===== config.mk =====
export PLATFORM = sky130hd
export DESIGN_NAME = sd_bd_fetch
export DESIGN_NICKNAME = d
export VERILOG_FILES = /design/src/rtl/sd_bd_fetch.sv
export SDC_FILE = /design/constraint.sdc
export NUM_CORES = 1
export LEC_CHECK = 0
export ABC_AREA = 1
export CORE_MARGIN = 2
export CORE_UTILIZATION = 48
export CTS_BUF_LIST = sky130_fd_sc_hd__clkbuf_2
export DETAILED_ROUTE_END_ITERATION = 8
export HOLD_SLACK_MARGIN = 0.1
export PLACE_DENSITY = 0.76
export SYNTH_ARGS = -nofsm -noshare
export SYNTH_HDL_FRONTEND = slang
export SYNTH_SLANG_ARGS = --single-unit

===== constraint.sdc =====
create_clock -name clk -period 2.55 [get_ports clk]
set_input_delay 0.255 -clock clk [delete_from_list [all_inputs] [get_ports clk]]
set_output_delay 0.255 -clock clk [all_outputs]
set_load 0.01 [all_outputs]

===== src/rtl/sd_bd_fetch.sv =====
// Reads one buffer descriptor from the BD store, dispatches it to the SD engine and retires it.
// Build option: define SD_BD_FETCH_TIMEOUT_EN to add a BUSY watchdog of TIMEOUT cycles.
//
// state      | meaning
// S_IDLE     | waiting for a pending BD (free_bd < BD_DEPTH)
// S_READ     | one re_s pulse per cycle, WORDS_PER_BD pulses
// S_DRAIN    | waiting for the last word out of the read-latency pipe
// S_DISPATCH | cmd_valid held until the engine accepts
// S_BUSY     | waiting for xfer_done (or watchdog)
// S_ACK      | a_cmp pulse, counter bumps
// S_GAP      | quiet cycle so the store can update free_bd
module sd_bd_fetch #(
  parameter int MEM_W        = 16,
  parameter int WORDS_PER_BD = 4,
  parameter int BD_DEPTH     = 8,
  parameter int CNT_W        = 4,
  parameter int RD_LAT       = 1,
  parameter int TIMEOUT      = 1023
) (
  input  logic                              clk,
  input  logic                              rst,
  input  logic [CNT_W-1:0]                  free_bd,
  input  logic [MEM_W-1:0]                  dat_out_s,
  output logic                              re_s,
  output logic                              a_cmp,
  output logic                              cmd_valid,
  input  logic                              cmd_ready,
  output logic [MEM_W*WORDS_PER_BD/2-1:0]   cmd_addr,
  output logic [MEM_W*WORDS_PER_BD/2-1:0]   cmd_arg,
  input  logic                              xfer_done,
  input  logic                              xfer_err,
  output logic                              cmp_err,
  output logic                              busy,
  output logic [15:0]                       bd_done_cnt
);
  localparam int BD_W = MEM_W * WORDS_PER_BD;
  localparam int HALF = BD_W / 2;
  localparam int WC_W = (WORDS_PER_BD > 2) ? $clog2(WORDS_PER_BD) : 1;
  localparam logic [WC_W-1:0] LAST_WORD = WC_W'(WORDS_PER_BD - 1);

  if (RD_LAT < 1 || RD_LAT > 3 || WORDS_PER_BD < 2 || (WORDS_PER_BD % 2) != 0 || TIMEOUT < 1)
  begin : g_bad_params
    $error("sd_bd_fetch: illegal parameter combination");
  end

  typedef enum logic [2:0] {
    S_IDLE, S_READ, S_DRAIN, S_DISPATCH, S_BUSY, S_ACK, S_GAP
  } state_t;

  state_t                 state_q, state_d;
  logic [WC_W-1:0]        rd_cnt_q, rd_cnt_d, cap_cnt_q, cap_cnt_d;
  logic [RD_LAT-1:0]      pipe_q, pipe_d;
  logic [BD_W-MEM_W-1:0]  bd_q, bd_d;
  logic                   re_s_q, re_s_d, a_cmp_q, a_cmp_d, cmd_valid_q, cmd_valid_d;
  logic                   cmp_err_q, cmp_err_d, busy_q, busy_d;
  logic [HALF-1:0]        cmd_addr_q, cmd_addr_d, cmd_arg_q, cmd_arg_d;
  logic [15:0]            done_cnt_q, done_cnt_d;

  logic            cap, pending;
  logic [BD_W-1:0] bd_sh;

`ifdef SD_BD_FETCH_TIMEOUT_EN
  localparam int TO_W = $clog2(TIMEOUT + 1);
  logic [TO_W-1:0] to_cnt_q, to_cnt_d;
`endif

  assign cap     = pipe_q[RD_LAT-1];
  assign bd_sh   = {bd_q, dat_out_s};
  // Out-of-range counts from the store read as "empty".
  assign pending = free_bd < CNT_W'(BD_DEPTH);

  always_comb begin
    state_d     = state_q;
    rd_cnt_d    = rd_cnt_q;
    cap_cnt_d   = cap_cnt_q;
    pipe_d      = pipe_q << 1;
    pipe_d[0]   = re_s_q;
    bd_d        = bd_q;
    re_s_d      = 1'b0;
    a_cmp_d     = 1'b0;
    cmd_valid_d = cmd_valid_q;
    cmd_addr_d  = cmd_addr_q;
    cmd_arg_d   = cmd_arg_q;
    cmp_err_d   = cmp_err_q;
    done_cnt_d  = done_cnt_q;
`ifdef SD_BD_FETCH_TIMEOUT_EN
    to_cnt_d    = to_cnt_q;
`endif
    if (cap) begin
      bd_d      = bd_sh[BD_W-MEM_W-1:0];
      cap_cnt_d = cap_cnt_q + 1'b1;
    end
    case (state_q)
      S_IDLE: begin
        if (pending) begin
          state_d  = S_READ;
          re_s_d   = 1'b1;
          rd_cnt_d = '0;
        end
      end
      S_READ: begin
        if (rd_cnt_q == LAST_WORD) begin
          state_d  = S_DRAIN;
          rd_cnt_d = '0;
        end else begin
          rd_cnt_d = rd_cnt_q + 1'b1;
          re_s_d   = 1'b1;
        end
      end
      S_DRAIN: begin
        if (cap && cap_cnt_q == LAST_WORD) begin
          state_d     = S_DISPATCH;
          cmd_valid_d = 1'b1;
          cmd_addr_d  = bd_sh[BD_W-1 -: HALF];
          cmd_arg_d   = bd_sh[HALF-1:0];
          cap_cnt_d   = '0;
        end
      end
      S_DISPATCH: begin
        if (cmd_ready) begin
          state_d     = S_BUSY;
          cmd_valid_d = 1'b0;
`ifdef SD_BD_FETCH_TIMEOUT_EN
          to_cnt_d    = TO_W'(TIMEOUT - 1);
`endif
        end
      end
      S_BUSY: begin
        if (xfer_done) begin
          state_d    = S_ACK;
          a_cmp_d    = 1'b1;
          cmp_err_d  = xfer_err;
          done_cnt_d = done_cnt_q + 16'd1;
        end
`ifdef SD_BD_FETCH_TIMEOUT_EN
        else if (to_cnt_q == '0) begin
          state_d    = S_ACK;
          a_cmp_d    = 1'b1;
          cmp_err_d  = 1'b1;
          done_cnt_d = done_cnt_q + 16'd1;
        end else begin
          to_cnt_d = to_cnt_q - 1'b1;
        end
`endif
      end
      S_ACK: state_d = S_GAP;
      S_GAP: begin
        state_d   = S_IDLE;
        cmp_err_d = 1'b0;
      end
      default: state_d = S_IDLE;
    endcase
    busy_d = (state_d != S_IDLE);
  end

  always_ff @(posedge clk) begin
    if (!rst) begin
      state_q     <= S_IDLE;
      rd_cnt_q    <= '0;
      cap_cnt_q   <= '0;
      pipe_q      <= '0;
      bd_q        <= '0;
      re_s_q      <= 1'b0;
      a_cmp_q     <= 1'b0;
      cmd_valid_q <= 1'b0;
      cmd_addr_q  <= '0;
      cmd_arg_q   <= '0;
      cmp_err_q   <= 1'b0;
      busy_q      <= 1'b0;
      done_cnt_q  <= '0;
`ifdef SD_BD_FETCH_TIMEOUT_EN
      to_cnt_q    <= '0;
`endif
    end else begin
      state_q     <= state_d;
      rd_cnt_q    <= rd_cnt_d;
      cap_cnt_q   <= cap_cnt_d;
      pipe_q      <= pipe_d;
      bd_q        <= bd_d;
      re_s_q      <= re_s_d;
      a_cmp_q     <= a_cmp_d;
      cmd_valid_q <= cmd_valid_d;
      cmd_addr_q  <= cmd_addr_d;
      cmd_arg_q   <= cmd_arg_d;
      cmp_err_q   <= cmp_err_d;
      busy_q      <= busy_d;
      done_cnt_q  <= done_cnt_d;
`ifdef SD_BD_FETCH_TIMEOUT_EN
      to_cnt_q    <= to_cnt_d;
`endif
    end
  end

  assign re_s        = re_s_q;
  assign a_cmp       = a_cmp_q;
  assign cmd_valid   = cmd_valid_q;
  assign cmd_addr    = cmd_addr_q;
  assign cmd_arg     = cmd_arg_q;
  assign cmp_err     = cmp_err_q;
  assign busy        = busy_q;
  assign bd_done_cnt = done_cnt_q;

endmodule


# After elaboration in Yosys (flattened, before gate mapping)
# Index checks and enable logic that the tools add are counted.
# totals
ff_bits,141
inputBits,25
elab_cells,62
output_inout_bits,85
# op_classes
muxes,21
addsub,3
n_lt_le_gt_ge,1
reduce_logical,12
n_eq_ne,12
# ops
operator,n
$pmux W3 S6,1
$add A16 B1 Y16 const B,1
$mux W3,5
$mux W2,5
$reduce_and A2 Y1,5
$eq A3 B3 Y1 const B,3
$ne A2 B2 Y1 const B,4
$eq A3 B2 Y1 const B,2
$mux W1,6
$pmux W1 S2,3
$reduce_bool A2 Y1,3
$add A2 B1 Y2 const B,2
$eq A2 B2 Y1 const B,2
$lt A4 B4 Y1 const B,1
$pmux W2 S2,1
$eq A3 B1 Y1 const B,1
$logic_not A3 Y1,1
$reduce_and A3 Y1,1
$reduce_bool A3 Y1,1
$logic_and A1 B1 Y1,1

# Logic depth before layout (Yosys ltp)
# logic_depth
ltp_word,5
depth_mapped,10
depth_no_buf,9

# Worst setup path after synthesis
# Ideal clock, no wire load.
# synth_timing
path_kind,register to register
from,"register done_cnt_q[2], in the netlist bd_done_cnt[2]"
to,"register done_cnt_q[13], in the netlist bd_done_cnt[13]"
path_slack_ns,1.263
period_less_slack_ns,1.287
path_buffers,0
required_ns,2.435
setup_time_ns,0.115
arrival_ns,1.172
path_stages_with_launch,8
path_cell_list,dfxtp_1 -> nand3_1 -> nor2_1 -> nand3_2 -> nor2_4 -> nand3_1 -> nand2_1 -> nor2_1
# synth_between
elab_chain_len,1
# synth_rtl
item,line,source
from (decl),57,"logic [15:0] done_cnt_q, done_cnt_d;"
from (signal assigned),187,done_cnt_q <= done_cnt_d;
$add A16 B1 Y16,133,done_cnt_d = done_cnt_q + 16'd1;
# Every way passes these cells.
# A chain may end at the register's enable or synchronous reset.

# Worst setup path after layout
# layout_timing
from,"register done_cnt_q[5], in the netlist bd_done_cnt[5]"
to,output bd_done_cnt[5]
# layout_rtl
item,line,source
to (decl),34,output logic [15:0] bd_done_cnt
# No word-level cell between the ends.

==> run summary <==
Detail Placement HPWL: 8260 µm
Layout fillers: 948
Most area-consuming cells after synthesis: dfxtp_1 55%, nor2_1 18%, o21ai_0 8.1%, o21ai_1 3.9%, nand2_1 2.0%
XOR/XNOR Fraction of Synth Area: 0.169%
Vias in the first global route: 4344
Arrival time at the worst endpoint: 1.70 ns
Post-cts sizing count: 0
Max-Slew Margin vs Limit: 55.6%
Number of stages on the worst hold path: 3
Number of gates on the worst path with buffers counted: 1
Height of the die: 108 µm
Cell at the root of the clock tree: clkbuf_2
Share of the core filled with cells: 62.7%
Final cell count without fillers: 913
Post-CTS setup buffers: 0
CP max stage delay: 0.57 ns
Cell Pwr Density: 598 nW/µm²
Element type at the critical path end: primary output
Setup-failing EPs final: 0
Post-synthesis cell type count: 25
Hold violation total from the final report: 0
H-tree level count: 4
Ordered list of cells on the worst path: clkdlybuf4s50_1
Largest family of logic cells by synthesized area: simple AND/OR/NAND/NOR gates
Critical Setup Path Class: flip-flop to primary output
Number of sinks handled by clock tree synthesis: 141
Sequential-to-total area share from yosys stat: 54.5%
Routed length per instance: 13.4 µm
Placer Congestion: 0.848
Port Buffers: 106
Critical path buffer and inverter count: 1
Critical path data required time: 2.30 ns
Leftover overflow at the end of global routing: 0
Worst vdd rail ir drop: 312 µV
Final min period: 1.96 ns
First-pass GRT wire length: 20100 µm
Most area-hungry cell type in the Yosys netlist: dfxtp_1
Kind of cell adding the most delay to the critical path: buffers and inverters
Top-level port count: 110
Pin count of the biggest net entering global routing: 67
Synthesized instance count: 670
Die Width: 108 µm
Overall routed net length: 12200 µm
Number of remaining DRC errors: 0
Final sum of negative setup slack: 0 ns
Final Slew Violations: 0
Area grow syn2layout: 26.1%
Pre-CTS setup slack: 0.795 ns
Hold Crit Endpoint: bd_q[3]
Post-layout net count: 791
Maximum fanout along the worst path: 6
Reg2Reg Launch Point: state_q[2]
Layout cell share with drive strength beyond 1: 7.22%
Placed instance area: 6260 µm²
Via density per instance: 5.08
Unrepaired setup endpoints after global routing: no
Cts-stage hold buffer count: 1
Status: finished clean
Hold Slack: 0.174 ns
Cell area after technology mapping: 5180 µm²
Pre-antenna DRT Iters: 6
Leakage power total: 2.59 nW
Warning count from the yosys run: 0
Type of the most critical hold path: primary input to flip-flop
Slowest cell on the critical path: clkdlybuf4s50_1
Total power draw: 3.91 mW
Placeable core area: 10400 µm²
Worst slew pin tran: 0.666 ns
Antenna viol nets, final: 0
Maximum frequency from static timing analysis: 510 MHz
Setup ws final: 0.590 ns
Via count: 4641
Max-capacitance violation count: 0
Mean cell area of the mapped netlist: 7.73 µm²
Number of placement rows: 37
Share of synthesized area spent on multiplexers: 0%
Initial Util: 49.7%
Terminus of the critical flop-to-flop path: busy
Net Count, Synth: 698
Synthesized-area fraction occupied by adder cells: 0.725%
FF+latch count, synth: 141
Initial drt markers: 225
Final cycle utilization of the critical path: 76.9%
Reg2reg setup slack: 0.82 ns
Total GRT Usage: 21.9%
Clock tree from TritonCTS: built
Area fraction of the dominant cell type after synthesis: 54.5%
Number of antenna violations at the first check in global routing: 1
Max Buffers Root-to-Sink: 2
Placed cells: 879
Critical path startpoint category: flip-flop
Post-route cell area: 6530 µm²
Fraction of the mapped netlist area in compound gates: 13.5%
Layout Skew: 0.0221 ns
Number of cells traversed by the worst register-to-register path: 6
Post-synthesis share of cell area spent on and, or, nand and nor gates: 24.9%
Worst-path clk slew: 0.22 ns
Startpoint of the most critical hold path: dat_out_s[3]
Cts bufs inserted: 17
Die area: 11600 µm²
Source-to-sink clock delay at the later pin of the worst-skew pair: 0.68 ns
-- cells by family after synthesis --
logic type,Yosys count
simple gates,316
flops,141
compound gates,140
buf+inv,69
fa+ha+maj,3
xor+xnor,1
-- cell usage in the layout, fill, tap and decap left out, drive strengths merged, types with 8 or more instances in the layout --
| cell | synthesis | layout |
|---|---|---|
| nor2 | 259 | 259 |
| clkdlybuf4s50 | 0 | 105 |
| buf | 16 | 8 |
| dfxtp | 141 | 141 |
| nand2 | 30 | 30 |
| a21oi | 16 | 16 |
| nand3 | 16 | 16 |
| o21ai | 124 | 124 |
| inv | 29 | 30 |
| clkbuf | 24 | 17 |
-- worst max-delay path by stage --
stage | endpoint | from | slack, ns
floorplan | bd_done_cnt[13] | bd_done_cnt[2] | 1.26
global placement | bd_done_cnt[6] | xfer_done | 0.82
detailed placement | bd_done_cnt[15] | xfer_done | 0.80
CTS | bd_done_cnt[2] | bd_done_cnt[2] | 0.55
global route | bd_done_cnt[2] | bd_done_cnt[2] | 0.48
finish | bd_done_cnt[5] | bd_done_cnt[5] | 0.59
-- layout make-up --
class | instances | area (µm²) | share of cell area, %
multi-input combinational | 460 | 2030 | 31.2
timing repair buffer | 114 | 1130 | 17.4
antenna | 1 | 2.50 | 0.0383
clock inverter | 15 | 173 | 2.64
sequential | 141 | 2820 | 43.2
clock buffer | 17 | 85.1 | 1.30
inverter | 29 | 109 | 1.67
tap | 136 | 170 | 2.61
-- synth_stat cells --
| library cell | number |
|---|---|
| a21oi_1 | 16 |
| nor4_1 | 2 |
| nor2_4 | 1 |
| inv_1 | 25 |
| nand3_2 | 2 |
| buf_2 | 8 |
| o21ai_0 | 84 |
| xnor2_1 | 1 |
| nand3_1 | 13 |
| nand2_1 | 28 |
| dfxtp_1 | 141 |
| nand3_4 | 1 |
| nor2_2 | 4 |
| nand4_1 | 1 |
| ha_1 | 3 |
| nor3b_2 | 1 |
| clkbuf_1 | 24 |
| buf_6 | 7 |
| inv_2 | 4 |
| nor3_4 | 1 |
| nor2_1 | 254 |
| o21ai_1 | 40 |
| nand2_2 | 2 |
| buf_1 | 1 |
| nor3_1 | 6 |
-- tightest hold or removal path, cell delays in order --
cell             delay, ns
clkdlybuf4s50_1       0.43
nor2_1                0.11
nor2_1                0.05
-- registers in the layout (all words and copies together) (netlist names) --
name         cells
busy             1
bd_q            48
bd_done_cnt     16
cmd_valid        1
cmd_addr        32
cap_cnt_q        2
state_q          3
cap              1
cmd_arg         32
re_s             1
rd_cnt_q         2
cmp_err          1
a_cmp            1
-- per-layer routing --
layer,routed length [µm],track usage (%),vias up,share of wire [%]
met5,0,0,-,0
met3,625,4.72,18,5.1
met2,6200,37.3,140,51
met4,181,8.06,0,1.5
li1,-,-,2339,-
met1,5220,27.2,2144,43
-- power breakdown --
| group | switching (mW) | leakage, nW | total (mW) | internal, mW |
|---|---|---|---|---|
| Combinational | 0.134 | 1.31 | 0.225 | 0.0907 |
| Sequential | 0.0477 | 1.14 | 2.32 | 2.27 |
| Clock | 0.822 | 0.138 | 1.36 | 0.540 |
(Power assumes the default switching activity.)
